===== src/rtl/btb_pkg.sv =====
// Shared types for the branch-resolution slice: the per-fetch prediction record
// and the sequential-PC helper used by both predicted and actual next-PC paths.
package btb_pkg;

    localparam int XLEN        = 32;
    localparam int INSTR_BYTES = 4;

    typedef struct packed {
        logic [XLEN-1:0] pc;
        logic            taken;
        logic [XLEN-1:0] target;
    } pred_entry_t;

    // Fall-through address; wraps modulo 2^XLEN.
    function automatic logic [XLEN-1:0] seq_pc(input logic [XLEN-1:0] pc);
        return pc + XLEN'(INSTR_BYTES);
    endfunction

endpackage


===== src/rtl/btb_pred_fifo.sv =====
// In-order queue of fetch-time predictions. Clear wins over push and pop in the
// same cycle; push on full and pop on empty are ignored.
module btb_pred_fifo
    import btb_pkg::*;
#(
    parameter int DEPTH = 4,
    localparam int AW   = $clog2(DEPTH)
) (
    input  logic        clk,
    input  logic        rst_n,
    input  logic        push,
    input  logic        pop,
    input  logic        clear,
    input  pred_entry_t wdata,
    output pred_entry_t rdata,
    output logic        full,
    output logic        empty,
    output logic [AW:0] count
);

    localparam logic [AW:0] FULL_CNT = (AW+1)'(DEPTH);

    pred_entry_t   mem [DEPTH];
    logic [AW-1:0] wr_ptr;
    logic [AW-1:0] rd_ptr;
    logic          do_push;
    logic          do_pop;

    assign full    = (count == FULL_CNT);
    assign empty   = (count == '0);
    assign do_push = push && !full;
    assign do_pop  = pop && !empty;
    assign rdata   = mem[rd_ptr];

    always_ff @(posedge clk) begin
        if (!rst_n || clear) begin
            wr_ptr <= '0;
            rd_ptr <= '0;
            count  <= '0;
        end else begin
            if (do_push) wr_ptr <= wr_ptr + 1'b1;
            if (do_pop)  rd_ptr <= rd_ptr + 1'b1;
            count <= count + {{AW{1'b0}}, do_push} - {{AW{1'b0}}, do_pop};
        end
    end

    always_ff @(posedge clk) begin
        if (do_push) mem[wr_ptr] <= wdata;
    end

endmodule


===== src/rtl/btb_resolve.sv =====
// EX-stage branch resolution: compares the oldest recorded prediction with the
// resolved outcome, drives the BTB update port, redirects and keeps statistics.
module btb_resolve
    import btb_pkg::*;
#(
    parameter int DEPTH = 4,
    parameter int CNT_W = 16
) (
    input  logic             clk,
    input  logic             rst_n,
    input  logic             fetchValid,
    input  logic [31:0]      fetchPC,
    input  logic             predValid,
    input  logic             predTaken,
    input  logic [31:0]      predTarget,
    output logic             fetchReady,
    input  logic             exValid,
    input  logic [31:0]      exPC,
    input  logic             exIsBranch,
    input  logic             exTaken,
    input  logic [31:0]      exTarget,
    input  logic             flush,
    output logic             update,
    output logic [31:0]      updatePC,
    output logic [31:0]      updateTarget,
    output logic             mispredicted,
    output logic             redirect,
    output logic [31:0]      redirectPC,
    output logic             orderError,
    output logic [CNT_W-1:0] branchCount,
    output logic [CNT_W-1:0] mispredCount
);

    localparam int          AW       = $clog2(DEPTH);
    localparam logic [AW:0] FULL_CNT = (AW+1)'(DEPTH);

    pred_entry_t head;
    pred_entry_t wentry;
    logic        q_full;
    logic        q_empty;
    logic [AW:0] q_count;
    logic [AW:0] count_nxt;
    logic        push_fire;
    logic        pop_fire;
    logic        mispred_now;
    logic        clear_q;
    logic        err_now;
    logic [31:0] pred_next;
    logic [31:0] act_next;

    // Handshake: a push transfers when fetchValid && fetchReady at a rising edge;
    // fetchReady is a registered view of free space, so a pop never frees a slot
    // for a push in the same cycle. exValid has no back-pressure.
    assign pop_fire    = exValid && !q_empty;
    assign pred_next   = head.taken ? head.target : seq_pc(head.pc);
    assign act_next    = (exIsBranch && exTaken) ? exTarget : seq_pc(exPC);
    assign mispred_now = pop_fire && (act_next != pred_next);
    assign clear_q     = flush || mispred_now;
    assign push_fire   = fetchValid && fetchReady && !q_full && !clear_q;
    assign wentry      = '{pc: fetchPC, taken: predValid && predTaken, target: predTarget};
    assign err_now     = (fetchValid && !fetchReady)
                       || (exValid && q_empty)
                       || (pop_fire && (exPC != head.pc));

    btb_pred_fifo #(.DEPTH(DEPTH)) u_fifo (
        .clk   (clk),
        .rst_n (rst_n),
        .push  (push_fire),
        .pop   (pop_fire),
        .clear (clear_q),
        .wdata (wentry),
        .rdata (head),
        .full  (q_full),
        .empty (q_empty),
        .count (q_count)
    );

    always_comb begin
        count_nxt = q_count + {{AW{1'b0}}, push_fire} - {{AW{1'b0}}, pop_fire};
        if (clear_q) count_nxt = '0;
    end

    always_ff @(posedge clk) begin
        if (!rst_n) begin
            fetchReady   <= 1'b0;
            update       <= 1'b0;
            updatePC     <= '0;
            updateTarget <= '0;
            mispredicted <= 1'b0;
            redirect     <= 1'b0;
            redirectPC   <= '0;
            orderError   <= 1'b0;
            branchCount  <= '0;
            mispredCount <= '0;
        end else begin
            fetchReady   <= (count_nxt < FULL_CNT);
            update       <= pop_fire && exIsBranch;
            mispredicted <= mispred_now;
            redirect     <= mispred_now;
            if (pop_fire && exIsBranch) begin
                updatePC     <= exPC;
                updateTarget <= exTaken ? exTarget : head.target;
            end
            if (mispred_now) redirectPC <= act_next;
            if (err_now) orderError <= 1'b1;
            if (pop_fire && exIsBranch && (branchCount != '1))
                branchCount <= branchCount + 1'b1;
            if (mispred_now && (mispredCount != '1))
                mispredCount <= mispredCount + 1'b1;
        end
    end

endmodule

===== config.mk =====
export PLATFORM = sky130hd
export DESIGN_NAME = btb_resolve
export DESIGN_NICKNAME = d
export VERILOG_FILES = /design/src/rtl/btb_pkg.sv /design/src/rtl/btb_pred_fifo.sv /design/src/rtl/btb_resolve.sv
export SDC_FILE = /design/constraint.sdc
export NUM_CORES = 1
export LEC_CHECK = 0
export CAP_MARGIN = 20
export CORE_MARGIN = 4
export CORE_UTILIZATION = 58
export DETAILED_ROUTE_END_ITERATION = 7
export DONT_BUFFER_PORTS = 1
export PLACE_DENSITY = 0.78
export SLEW_MARGIN = 20
export SYNTH_ARGS = -nofsm -noshare
export SYNTH_HDL_FRONTEND = slang
export SYNTH_SLANG_ARGS = --single-unit

===== constraint.sdc =====
create_clock -name clk -period 13.01 [get_ports clk]
set_input_delay 3.2525 -clock clk [delete_from_list [all_inputs] [get_ports clk]]
set_output_delay 3.2525 -clock clk [all_outputs]
set_load 0.005 [all_outputs]

==> flow_summary.ini <==
[clocking]
cts_buffers = 40
cts_tree = yes
clock_sinks = 401
htree_levels = 2
cts_root_buf = clkbuf_16
ctsResizeCount = 0
post-cts-setup-buffers = 0
cts_hold_buf = 0
clk_path_buf_depth = 3
clock_latency_ps = 540
clkTransAtPathRegs_ps = 60

[place]
dp_slack_ps = 4318
place_hpwl_um = 38100
gp_congestion = 1.027
io_buffers = 0
dp_cells = 1815

[finish]
layout_commonest_cell = edfxtp_1
nets = 1610
final_cell_mix = edfxtp_1, nand2_1, dfxtp_1, nor2_1, a21oi_1
insertedDiodeCount = 0
fin_cells = 1888
areaGrowthSynthToFinish_pct = 8.512
drive_above_1_share_pct = 11.53
nFillCells = 2279
multi_input_area_um2 = 7323
regArea_um2 = 10640

[run]
maxCapViolations = 0

[power_and_ir_drop]
max-vdd-ir-drop_mv = 0.1262
power.density_nw_per_um2 = 136.2
power_leakage_nw = 6.311

[run_status]
status = completed

[global_routing]
grt_pass1_wl_um = 77540
grt_max_degree = 93
grt_pass1_vias = 12320
antenna_found_initial = 2
grt-ovfl-total = 0
track_usage_pct = 30.05

[critical_path]
start_kind = input port
cp-end-kind = flop
reg2reg_depth = 13
cp_max_fo = 65
crit_required_ps = 13160
worstSetupPathType = input port to flop
arrival_ps = 8410

[timing]
whs_ps = 478.7
grt_setup_unrepaired = false
maxSlewViolCount = 0
hold_viol = 0
timing.final.ws_setup_ps = 4742
finalClockSkew_ps = 22.40
worstMarginPinSlew_ps = 1033
fmax_mhz = 120.9
layout_min_cycle_time_ps = 8268
slew_headroom_pct = 31.16
post-route-period-util_pct = 63.55
setup-violations-final = 0

[drt]
ant_nets = 0
wl_per_cell_um = 28.23
vias_per_cell = 6.677
drc_errors = 0
drt_iter0_markers = 1269
routed_wl_um = 53300
dr_total_vias = 12610
dr.pass1.iters = 6

[synthesis]
synth-edff-count = 260
synth_top_family_by_area = simple AND/OR/NAND/NOR gates
synthSimpleGateAreaFrac_pct = 13.16
postSynthCellCount = 1495
synthMuxAreaShare_pct = 11.50
synth-main-ff-cell = edfxtp_1
syn_nets = 1644
avgSynthCellArea_um2 = 12.32
async_flop_share_pct = 0
ys_seq_area_share_pct = 57.71
yosysWarnings = 0
synth_fa_ha_area_share_pct = 0.8559
synth.distinct_cells = 69
synth_xor_xnor_area_share_pct = 5.516
ys_ff_latch = 401
synth-compound-area-share_pct = 8.525
netlist_area_um2 = 18420

[floorplanning]
die_y_um = 186.2
die_w_um = 186.2
initial_core_util_pct = 59.44
rows = 64
die_area_um2 = 34670
core_region_area_um2 = 30990
ios = 270

[worst_hold_path]
hold_depth = 2
hold_class = flop to flop
-- where the power goes --
part           internal (mW)  switching (mW)  leakage (nW)
sequential              1.38          0.0160          3.49
combinational         0.0646           0.113          2.18
clock                  0.676           0.474         0.644
-- metal layers --
| metal | global-route usage (%) | vias up | share of wire [%] |
|---|---|---|---|
| li1 | - | 5573 | - |
| met1 | 38.67 | 6199 | 37 |
| met2 | 47.85 | 675 | 47 |
| met3 | 9.004 | 159 | 11 |
| met4 | 13.03 | 0 | 5.1 |
| met5 | 0 | - | 0 |
-- layout make-up --
type	instances	share of cell area, %
inverters	23	0.4382
well taps	396	2.479
flip-flops and latches	401	53.21
clock buffers	58	5.728
multi-input cells	979	36.64
clock inverters	15	0.9015
repair buffers	16	0.6010
-- stage by stage --
stage | util (%) | area [µm²] | power, mW | setup TNS, ps
6_report | 64.49 | 19990 | 2.723 | 0
3_5_place_dp | 60.22 | 18660 | 1.597 | 0
3_3_place_gp | 60.22 | 18660 | 1.595 | 0
2_1_floorplan | - | 18420 | 1.550 | -204670
4_1_cts | 64.49 | 19990 | 2.737 | 0
5_1_grt | 64.49 | 19990 | 2.811 | 0
-- cell families after synthesis --
| family | Yosys count |
|---|---|
| flops | 401 |
| mux | 128 |
| fa+ha+maj | 12 |
| simple gates | 477 |
| buf+inv | 115 |
| xor+xnor | 116 |
| compound gates | 246 |
-- critical path, stage by stage --
cell and delay, ps:
ha_1 170, and3_1 230, nand4_2 290, mux2i_1 210
a211oi_2 650, o22ai_1 130, or4_1 540, nor4_1 260
or4b_1 550, nor4_4 280, buf_4 430, nor2_2 200
nor4b_2 290, buf_4 770
-- path summary, 6_finish.rpt --
check	slack [ps]	endpoint	from
min reg2reg	480	updatePC[2]	updatePC[2]
max reg2reg	5650	u_fifo.mem[2][20]	flop
max	4740	u_fifo.mem[2][20]	exPC[2]
min	480	updatePC[2]	updatePC[2]
-- cell usage after synthesis, types with 3 or more instances --
cell type / n / area share [%]
edfxtp_1: 260 / 42
nand2_1: 142 / 2.9
dfxtp_1: 141 / 15
nor2_1: 91 / 1.9
a21oi_1: 86 / 2.3
xnor2_1: 73 / 3.5
mux2i_1: 62 / 3.4
mux4_2: 59 / 7.2
clkbuf_1: 52 / 1.1
nand3_1: 51 / 1.4
o21ai_0: 46 / 1.2
xor2_1: 43 / 2.0
a211oi_1: 39 / 1.6
nand4_1: 31 / 1.1
nor3_1: 26 / 0.71
inv_1: 22 / 0.45
nand2b_1: 21 / 0.71
buf_2: 20 / 0.54
or3_1: 17 / 0.58
and3_1: 15 / 0.51
buf_1: 14 / 0.29
nor4_1: 14 / 0.48
o211ai_1: 12 / 0.49
or4_1: 12 / 0.49
ha_1: 11 / 0.75
a31oi_1: 10 / 0.34
and2_1: 9 / 0.31
o31ai_1: 9 / 0.37
and4_1: 8 / 0.38
nor3b_1: 8 / 0.33
a31o_2: 7 / 0.33
a211o_1: 6 / 0.29
mux4_1: 6 / 0.86
nor2b_1: 5 / 0.17
o41ai_1: 5 / 0.24
nand4b_1: 4 / 0.19
nor4b_1: 4 / 0.19
o22ai_1: 4 / 0.14
o311ai_0: 4 / 0.19
or2_2: 4 / 0.14
nand3b_1: 3 / 0.12
nand4_2: 3 / 0.20
o31a_1: 3 / 0.14
-- registers in the layout, summed over array words and instances, names as in the netlist, named ones only --
register       flops
orderError         1
mispredCount      16
u_fifo.count       3
u_fifo.wr_ptr      2
u_fifo.rd_ptr      2
update             1
redirectPC        32
updateTarget      32
branchCount       16
redirect           1
u_fifo.mem       260
fetchReady         1
updatePC          32
Note: power is estimated with default switching activity, not from simulation.
